<file path="config.mk">
export PLATFORM = sky130hd
export DESIGN_NAME = decode_stage
export DESIGN_NICKNAME = d
export VERILOG_FILES = /design/src/rtl/mips_pkg.sv /design/src/rtl/reg_file.sv /design/src/rtl/decode_stage.sv
export SDC_FILE = /design/constraint.sdc
export NUM_CORES = 2
export LEC_CHECK = 0
export CELL_PAD_IN_SITES_DETAIL_PLACEMENT = 0
export CELL_PAD_IN_SITES_GLOBAL_PLACEMENT = 1
export CORE_MARGIN = 10
export CORE_UTILIZATION = 40
export CTS_BUF_LIST = sky130_fd_sc_hd__clkbuf_16
export DETAILED_ROUTE_END_ITERATION = 8
export PLACE_DENSITY = 0.75
export RECOVER_POWER = 100
export SLEW_MARGIN = 0
export SYNTH_ARGS = -nofsm -noshare
export SYNTH_HDL_FRONTEND = slang
export SYNTH_HIERARCHICAL = 1
export SYNTH_SLANG_ARGS = --single-unit
export TNS_END_PERCENT = 50
</file>
<file path="constraint.sdc">
create_clock -name clk -period 10.8 [get_ports clk]
set_clock_uncertainty 0.2 [all_clocks]
set_input_delay 1.08 -clock clk [delete_from_list [all_inputs] [get_ports clk]]
set_output_delay 1.08 -clock clk [all_outputs]
set_load 0.01 [all_outputs]
</file>
<file path="src/rtl/mips_pkg.sv">
// mips_pkg
// Shared definitions for the MIPS decode stage: data/register widths,
// opcode and funct constants, ALU control encodings, next-PC select
// encodings and the packed main-control bundle.
package mips_pkg;

    localparam int DATA_W   = 32;
    localparam int REG_W    = 5;
    localparam int NUM_REGS = 32;

    // Opcodes (instr[31:26])
    localparam logic [5:0] OP_RTYPE = 6'b000000;
    localparam logic [5:0] OP_LW    = 6'b100011;
    localparam logic [5:0] OP_SW    = 6'b101011;
    localparam logic [5:0] OP_ADDI  = 6'b001000;
    localparam logic [5:0] OP_BEQ   = 6'b000100;
    localparam logic [5:0] OP_BNE   = 6'b000101;
    localparam logic [5:0] OP_J     = 6'b000010;

    // R-type funct codes (instr[5:0])
    localparam logic [5:0] FN_ADD = 6'b100000;
    localparam logic [5:0] FN_SUB = 6'b100010;
    localparam logic [5:0] FN_AND = 6'b100100;
    localparam logic [5:0] FN_OR  = 6'b100101;
    localparam logic [5:0] FN_SLT = 6'b101010;

    typedef enum logic [2:0] {
        ALU_AND = 3'b000,
        ALU_OR  = 3'b001,
        ALU_ADD = 3'b010,
        ALU_SUB = 3'b110,
        ALU_SLT = 3'b111
    } alu_ctl_e;

    typedef enum logic [1:0] {
        PCSRC_PLUS4  = 2'b00,
        PCSRC_BRANCH = 2'b01,
        PCSRC_JUMP   = 2'b10
    } pcsrc_e;

    typedef struct packed {
        logic reg_write;
        logic mem_to_reg;
        logic mem_write;
        logic alu_src;
        logic reg_dst;
        logic branch;
    } ctrl_t;

endpackage

</file>
<file path="src/rtl/reg_file.sv">
// reg_file
// 32 x 32-bit register file: two combinational read ports, one write port
// written on the rising clock edge, write-through bypass so a read of the
// register being written returns the new value in the same cycle.
// Register 0 is hardwired to zero. Asynchronous active-low clear.
//
// Ports:
//   clk        clock, rising edge
//   rst        asynchronous active-low clear of all registers
//   we         write enable
//   wa, wd     write address / data
//   ra1, ra2   read addresses
//   rd1, rd2   read data (combinational)
module reg_file
    import mips_pkg::*;
(
    input  logic              clk,
    input  logic              rst,
    input  logic              we,
    input  logic [REG_W-1:0]  wa,
    input  logic [DATA_W-1:0] wd,
    input  logic [REG_W-1:0]  ra1,
    input  logic [REG_W-1:0]  ra2,
    output logic [DATA_W-1:0] rd1,
    output logic [DATA_W-1:0] rd2
);

    logic [DATA_W-1:0] regs_q [NUM_REGS];
    logic              wr_en;

    // Writes to register 0 are dropped so it can never hold a non-zero value.
    always_comb begin
        wr_en = we && (wa != '0);
    end

    always_ff @(posedge clk or negedge rst) begin
        if (!rst) begin
            for (int i = 0; i < NUM_REGS; i++) begin
                regs_q[i] <= '0;
            end
        end else if (wr_en) begin
            regs_q[wa] <= wd;
        end
    end

    // Bypass only fires for non-zero addresses, so reads of $0 stay zero
    // even while a write to $0 is being attempted.
    always_comb begin
        rd1 = '0;
        if (ra1 != '0) begin
            rd1 = (wr_en && (ra1 == wa)) ? wd : regs_q[ra1];
        end
    end

    always_comb begin
        rd2 = '0;
        if (ra2 != '0) begin
            rd2 = (wr_en && (ra2 == wa)) ? wd : regs_q[ra2];
        end
    end

endmodule

</file>
<file path="src/rtl/decode_stage.sv">
// decode_stage
// Instruction-decode stage of a 5-stage MIPS pipeline. Holds the IF/ID
// register, the register file and the main control decoder; resolves
// beq/bne/j in decode and returns the next-PC select and targets to fetch.
//
// Ports:
//   clk, rst                 clock (rising edge), async active-low reset
//   instrF, pc_plus4F        fetched instruction and PC+4
//   StallD                   hold IF/ID (hazard unit)
//   ForwardAD/BD, ALUOutM    branch comparator forwarding from MEM
//   RegWriteW/WriteRegW/ResultW  writeback port into the register file
//   PCSrcD                   00 pc+4, 01 branch, 10 jump
//   PCBranchD, JumpAdd       branch and jump targets
//   RD1D, RD2D, SignImmD     operands for ID/EX
//   RsD, RtD, RdD            register fields
//   RegWriteD ... BranchD    control signals, ALUControlD ALU select
module decode_stage
    import mips_pkg::*;
(
    input  logic              clk,
    input  logic              rst,
    input  logic [DATA_W-1:0] instrF,
    input  logic [DATA_W-1:0] pc_plus4F,
    input  logic              StallD,
    input  logic              ForwardAD,
    input  logic              ForwardBD,
    input  logic [DATA_W-1:0] ALUOutM,
    input  logic              RegWriteW,
    input  logic [REG_W-1:0]  WriteRegW,
    input  logic [DATA_W-1:0] ResultW,
    output logic [1:0]        PCSrcD,
    output logic [DATA_W-1:0] PCBranchD,
    output logic [DATA_W-1:0] JumpAdd,
    output logic [DATA_W-1:0] RD1D,
    output logic [DATA_W-1:0] RD2D,
    output logic [DATA_W-1:0] SignImmD,
    output logic [REG_W-1:0]  RsD,
    output logic [REG_W-1:0]  RtD,
    output logic [REG_W-1:0]  RdD,
    output logic              RegWriteD,
    output logic              MemtoRegD,
    output logic              MemWriteD,
    output logic              ALUSrcD,
    output logic              RegDstD,
    output logic              BranchD,
    output logic [2:0]        ALUControlD
);

    logic [DATA_W-1:0]        instr_q, instr_d;
    logic [DATA_W-1:0]        pc_plus4_q, pc_plus4_d;
    logic [5:0]               opcode, funct;
    ctrl_t                    ctrl;
    alu_ctl_e                 alu_ctl;
    logic                     is_beq, is_bne, is_jump;
    logic signed [DATA_W-1:0] sign_imm;
    logic [DATA_W-1:0]        cmp_a, cmp_b;
    logic                     taken;
    pcsrc_e                   pcsrc;

    // ---- IF/ID register ----
    // Stall holds; a redirect from this cycle's branch/jump squashes the
    // wrong-path fetch by loading zeros (a bubble).
    always_comb begin
        instr_d    = instr_q;
        pc_plus4_d = pc_plus4_q;
        if (!StallD) begin
            if (pcsrc != PCSRC_PLUS4) begin
                instr_d    = '0;
                pc_plus4_d = '0;
            end else begin
                instr_d    = instrF;
                pc_plus4_d = pc_plus4F;
            end
        end
    end

    always_ff @(posedge clk or negedge rst) begin
        if (!rst) begin
            instr_q    <= '0;
            pc_plus4_q <= '0;
        end else begin
            instr_q    <= instr_d;
            pc_plus4_q <= pc_plus4_d;
        end
    end

    // ---- Decode stage ----
    assign opcode = instr_q[31:26];
    assign funct  = instr_q[5:0];

    // The all-zero word (bubble / reset contents) decodes with every control
    // bit low; it is sll $0,$0,0, which has no architectural effect anyway.
    always_comb begin
        ctrl    = '0;
        alu_ctl = ALU_AND;
        is_beq  = 1'b0;
        is_bne  = 1'b0;
        is_jump = 1'b0;
        case (opcode)
            OP_RTYPE: begin
                if (instr_q != '0) begin
                    ctrl.reg_write = 1'b1;
                    ctrl.reg_dst   = 1'b1;
                    case (funct)
                        FN_ADD:  alu_ctl = ALU_ADD;
                        FN_SUB:  alu_ctl = ALU_SUB;
                        FN_AND:  alu_ctl = ALU_AND;
                        FN_OR:   alu_ctl = ALU_OR;
                        FN_SLT:  alu_ctl = ALU_SLT;
                        default: alu_ctl = ALU_ADD;
                    endcase
                end
            end
            OP_LW: begin
                ctrl.reg_write  = 1'b1;
                ctrl.alu_src    = 1'b1;
                ctrl.mem_to_reg = 1'b1;
                alu_ctl         = ALU_ADD;
            end
            OP_SW: begin
                ctrl.mem_write = 1'b1;
                ctrl.alu_src   = 1'b1;
                alu_ctl        = ALU_ADD;
            end
            OP_ADDI: begin
                ctrl.reg_write = 1'b1;
                ctrl.alu_src   = 1'b1;
                alu_ctl        = ALU_ADD;
            end
            OP_BEQ: begin
                ctrl.branch = 1'b1;
                alu_ctl     = ALU_SUB;
                is_beq      = 1'b1;
            end
            OP_BNE: begin
                ctrl.branch = 1'b1;
                alu_ctl     = ALU_SUB;
                is_bne      = 1'b1;
            end
            OP_J: begin
                is_jump = 1'b1;
            end
            default: begin
                ctrl = '0;
            end
        endcase
    end

    reg_file u_reg_file (
        .clk (clk),
        .rst (rst),
        .we  (RegWriteW),
        .wa  (WriteRegW),
        .wd  (ResultW),
        .ra1 (instr_q[25:21]),
        .ra2 (instr_q[20:16]),
        .rd1 (RD1D),
        .rd2 (RD2D)
    );

    assign sign_imm = {{16{instr_q[15]}}, instr_q[15:0]};

    always_comb begin
        cmp_a = ForwardAD ? ALUOutM : RD1D;
        cmp_b = ForwardBD ? ALUOutM : RD2D;
        taken = (is_beq && (cmp_a == cmp_b)) || (is_bne && (cmp_a != cmp_b));
    end

    // A stalled instruction must not redirect fetch; it resolves again on
    // the cycle the stall releases.
    always_comb begin
        pcsrc = PCSRC_PLUS4;
        if (!StallD) begin
            if (taken) begin
                pcsrc = PCSRC_BRANCH;
            end else if (is_jump) begin
                pcsrc = PCSRC_JUMP;
            end
        end
    end

    assign PCSrcD      = pcsrc;
    assign SignImmD    = sign_imm;
    assign PCBranchD   = pc_plus4_q + {sign_imm[DATA_W-3:0], 2'b00};
    assign JumpAdd     = {pc_plus4_q[31:28], instr_q[25:0], 2'b00};
    assign RsD         = instr_q[25:21];
    assign RtD         = instr_q[20:16];
    assign RdD         = instr_q[15:11];
    assign RegWriteD   = ctrl.reg_write;
    assign MemtoRegD   = ctrl.mem_to_reg;
    assign MemWriteD   = ctrl.mem_write;
    assign ALUSrcD     = ctrl.alu_src;
    assign RegDstD     = ctrl.reg_dst;
    assign BranchD     = ctrl.branch;
    assign ALUControlD = alu_ctl;

endmodule
</file>
==> impl_metrics.json <==
{
  "layout_common_cells": "dfrtp_1, mux2_2, mux2i_1",
  "placed_cell_area_sq_um": 66400,
  "fin_util": 0.452,
  "crit_type": "reg2out",
  "drt_iter0_markers": 4792,
  "cts.sinks": 1088,
  "wl_per_cell_microns": 34.7,
  "min_period_over_period": 0.896,
  "p_clk_frac": 0.291,
  "hold_path_class": "reg2reg",
  "drive_above_1_share": 0.346,
  "p_int_mw": 8.97,
  "wl_microns": 239000,
  "clockBufferDepth": 3,
  "grt_use_total": 0.269,
  "cts_tree": "yes",
  "grt_max_degree": 174,
  "worst_slew_pin_slew_ns": 6.08,
  "min_period_ns": 9.68,
  "via_count": 44300,
  "h-tree-depth": 3,
  "postCtsHoldBufs": 0,
  "fin_ws_ns": 1.12,
  "finalPower_mw": 13.5,
  "yosys.cell_types.count": 84,
  "critPathRequiredTime_ns": 9.52,
  "grt_pass1_wl_microns": 339000,
  "final_common_cell": "dfrtp_1",
  "port_buffers": 322,
  "die_h_microns": 415,
  "ioPinCount": 325,
  "clkTransAtPathRegs_ns": 0.06,
  "initial_core_util": 0.403,
  "ys_top_cells_by_area": "dfrtp_1, mux2_2, mux4_2, mux2i_1, clkbuf_1",
  "synth_warnings": 6,
  "clkLatencyLatePin_ns": 0.81,
  "finish.instance_area_sq_um": 69700,
  "final-setup-viol-count": 0,
  "finalHoldViolCount": 0,
  "dp_slack_ns": 2.92,
  "cts_resized": 0,
  "power_switching_share": 0.337,
  "holdPathEnd": "u_reg_file/regs_q[994]",
  "ff2ff_path_depth": 16,
  "mappedNetlistArea_sq_um": 62300,
  "leakagePower_nw": 30.1,
  "hp-start": "u_reg_file/regs_q[994]",
  "antenna_found_initial": 12,
  "power_density_nw_per_um2": 194,
  "num_rows": 144,
  "slew_viol_final": 1611,
  "syn_avg_cell_area_sq_um": 13.2,
  "violations": "capacitance limit, slew limit",
  "dp_hpwl_microns": 151000,
  "ys_seq_area_frac": 0.437,
  "cts_root_buf": "clkbuf_16",
  "critPathLaunchType": "flip-flop",
  "comb_power_share": 0.305,
  "synth_top_cell_by_area": "dfrtp_1",
  "critPathArrivalTime_ns": 8.40,
  "max-slew-margin-rel": -3.05,
  "drtAntennaViolNets": 0,
  "vdd_drop_max_mv": 0.139,
  "grt_pass1_vias": 44400,
  "avgViaCountPerCell": 6.42,
  "worst-path-buf-inv": 4,
  "syn_to_final_growth_pct": 12.0,
  "sequentialPowerShare": 0.404,
  "synth_edf_count": 0,
  "synth_cells": 4711,
  "holdPathStages": 0,
  "path_cells": "buf_4, nor2_4, clkbuf_1, a221oi_1, a21oi_1, o311ai_0, buf_4, xnor2_1, nor2_1, a2111oi_2, a31oi_1, a22oi_2, nand3_2, xnor2_1, nor3_1, clkdlybuf4s50_1",
  "endpoint_kind": "primary output",
  "r2r-start": "instr_q[18]",
  "async_flop_share": 1.00,
  "synth_top_area_frac": 0.437,
  "num-fill-cells": 13800,
  "grt_overflow": 0,
  "core_area_sq_um": 154000,
  "first_pass_iters": 5,
  "cpLargestDelayFamily": "compound AO/OA/AOI/OAI gates",
  "cp_slowest_cell": "dfrtp_1",
  "power_switching_mw": 4.56,
  "status": "complete, but fails checks",
  "clock.fmax_mhz": 103,
  "max_stage_delay_ns": 1.85,
  "die_x_microns": 415,
  "place_congestion": 0.977,
  "tns_ns": 0,
  "cts_setup_buffers": 0,
  "drcViolationCount": 0,
  "rsz0062_at_grt": "no",
  "die-area_sq_um": 172000,
  "final_nets": 4922,
  "reg2reg_slack_ns": 2.62,
  "maxCapViolCount": 60,
  "synth_flop_cell": "dfrtp_1",
  "ys_ff_latch": 1088,
  "cts_made_buffers": 119,
  "cp_max_fo": 41,
  "rr_endpoint": "instr_q[22]"
}
metrics by stage:
| stage | hold slack (ns) | std cells |
|---|---|---|
| after floorplan | 0.238 | 4712 |
| after global placement | 0.178 | 6676 |
| after detailed placement | 0.182 | 6676 |
| after CTS | 0.184 | 6896 |
| after global routing | 0.211 | 6901 |
| final | 0.195 | 6904 |
per-layer routing:
metal,global-route usage,wire [microns]
met5,0,37
met4,0.178,18500
met3,0.0697,23000
met2,0.398,105000
met1,0.348,93000
sequential cells by signal, indices dropped and copies added, names as in the netlist:
signal             count
u_reg_file/regs_q   1024
instr_q               32
pc_plus4_q            32
layout make-up:
type                            instances  area [sq um]  share of cell area
Antenna cell                            8          20.0            0.000287
Clock buffer                          119          2980              0.0427
Multi-Input combinational cell       3045         31800               0.455
Clock inverter                        101           743              0.0107
Sequential cell                      1088         27200               0.391
Timing Repair Buffer                  469          4320              0.0620
Inverter                               30           113             0.00162
Tap cell                             2044          2560              0.0367
how the worst max path moves through the flow:
stage / end / slack [ns] / startpoint / cells after the start
final: PCSrcD[0] / 1.12 / instr_q[18] / 16
after global routing: PCSrcD[0] / 1.03 / instr_q[18] / 16
after CTS: PCSrcD[0] / 2.49 / instr_q[16] / 16
after detailed placement: PCSrcD[0] / 2.92 / WriteRegW[3] / 16
after global placement: PCSrcD[0] / 3.01 / WriteRegW[3] / 16
after floorplan: PCSrcD[0] / 5.05 / WriteRegW[1] / 16
cells in the mapped netlist (all sizes together), types with 13 or more instances:
library cell and instances:
a211oi 46, a21oi 92, a221o 14, a221oi 67, a22oi 74, a31oi 32
buf 308, clkbuf 241, dfrtp 1088, ha 29, inv 29, mux2 1021
mux2i 424, mux4 352, nand2 100, nand2b 25, nand3 30, nand4 19
nor2 194, nor2b 25, nor3 98, nor3b 13, nor4 20, o21ai 77
o22ai 26, xnor2 73, xor2 38
power by group through the flow:
stage	Clock, mW	Combinational (mW)	Sequential, mW
floorplan	0	2.74	5.26
global placement	0	4.05	5.46
detailed placement	0	4.08	5.51
CTS	3.99	4.10	5.44
global route	4.16	4.32	5.55
finish	3.94	4.12	5.47
cell families (layout without fill, tap and decap cells):
group                    count (synthesis)  in the layout  share of synthesized area
multiplexers                          1797           1797                      0.381
flip-flops                            1088           1088                      0.437
AND/OR/NAND/NOR                        569            569                     0.0454
AO/OA/AOI/OAI                          536            536                     0.0608
adder cells (fa/ha/maj)                 30             30                    0.00615
XOR/XNOR                               111            111                     0.0156
buffers and inverters                  579            719                     0.0535
other                                    1             10                  0.0000602
worst reg2reg max path, delay by kind of cell, from the launching register on:
family          cells  cell delay [ns]
compound gates      7             2.95
buf+inv             4             2.01
flops               1             1.85
simple gates        4             0.93
xor+xnor            1             0.11
Power figures use the tool's default switching activity.
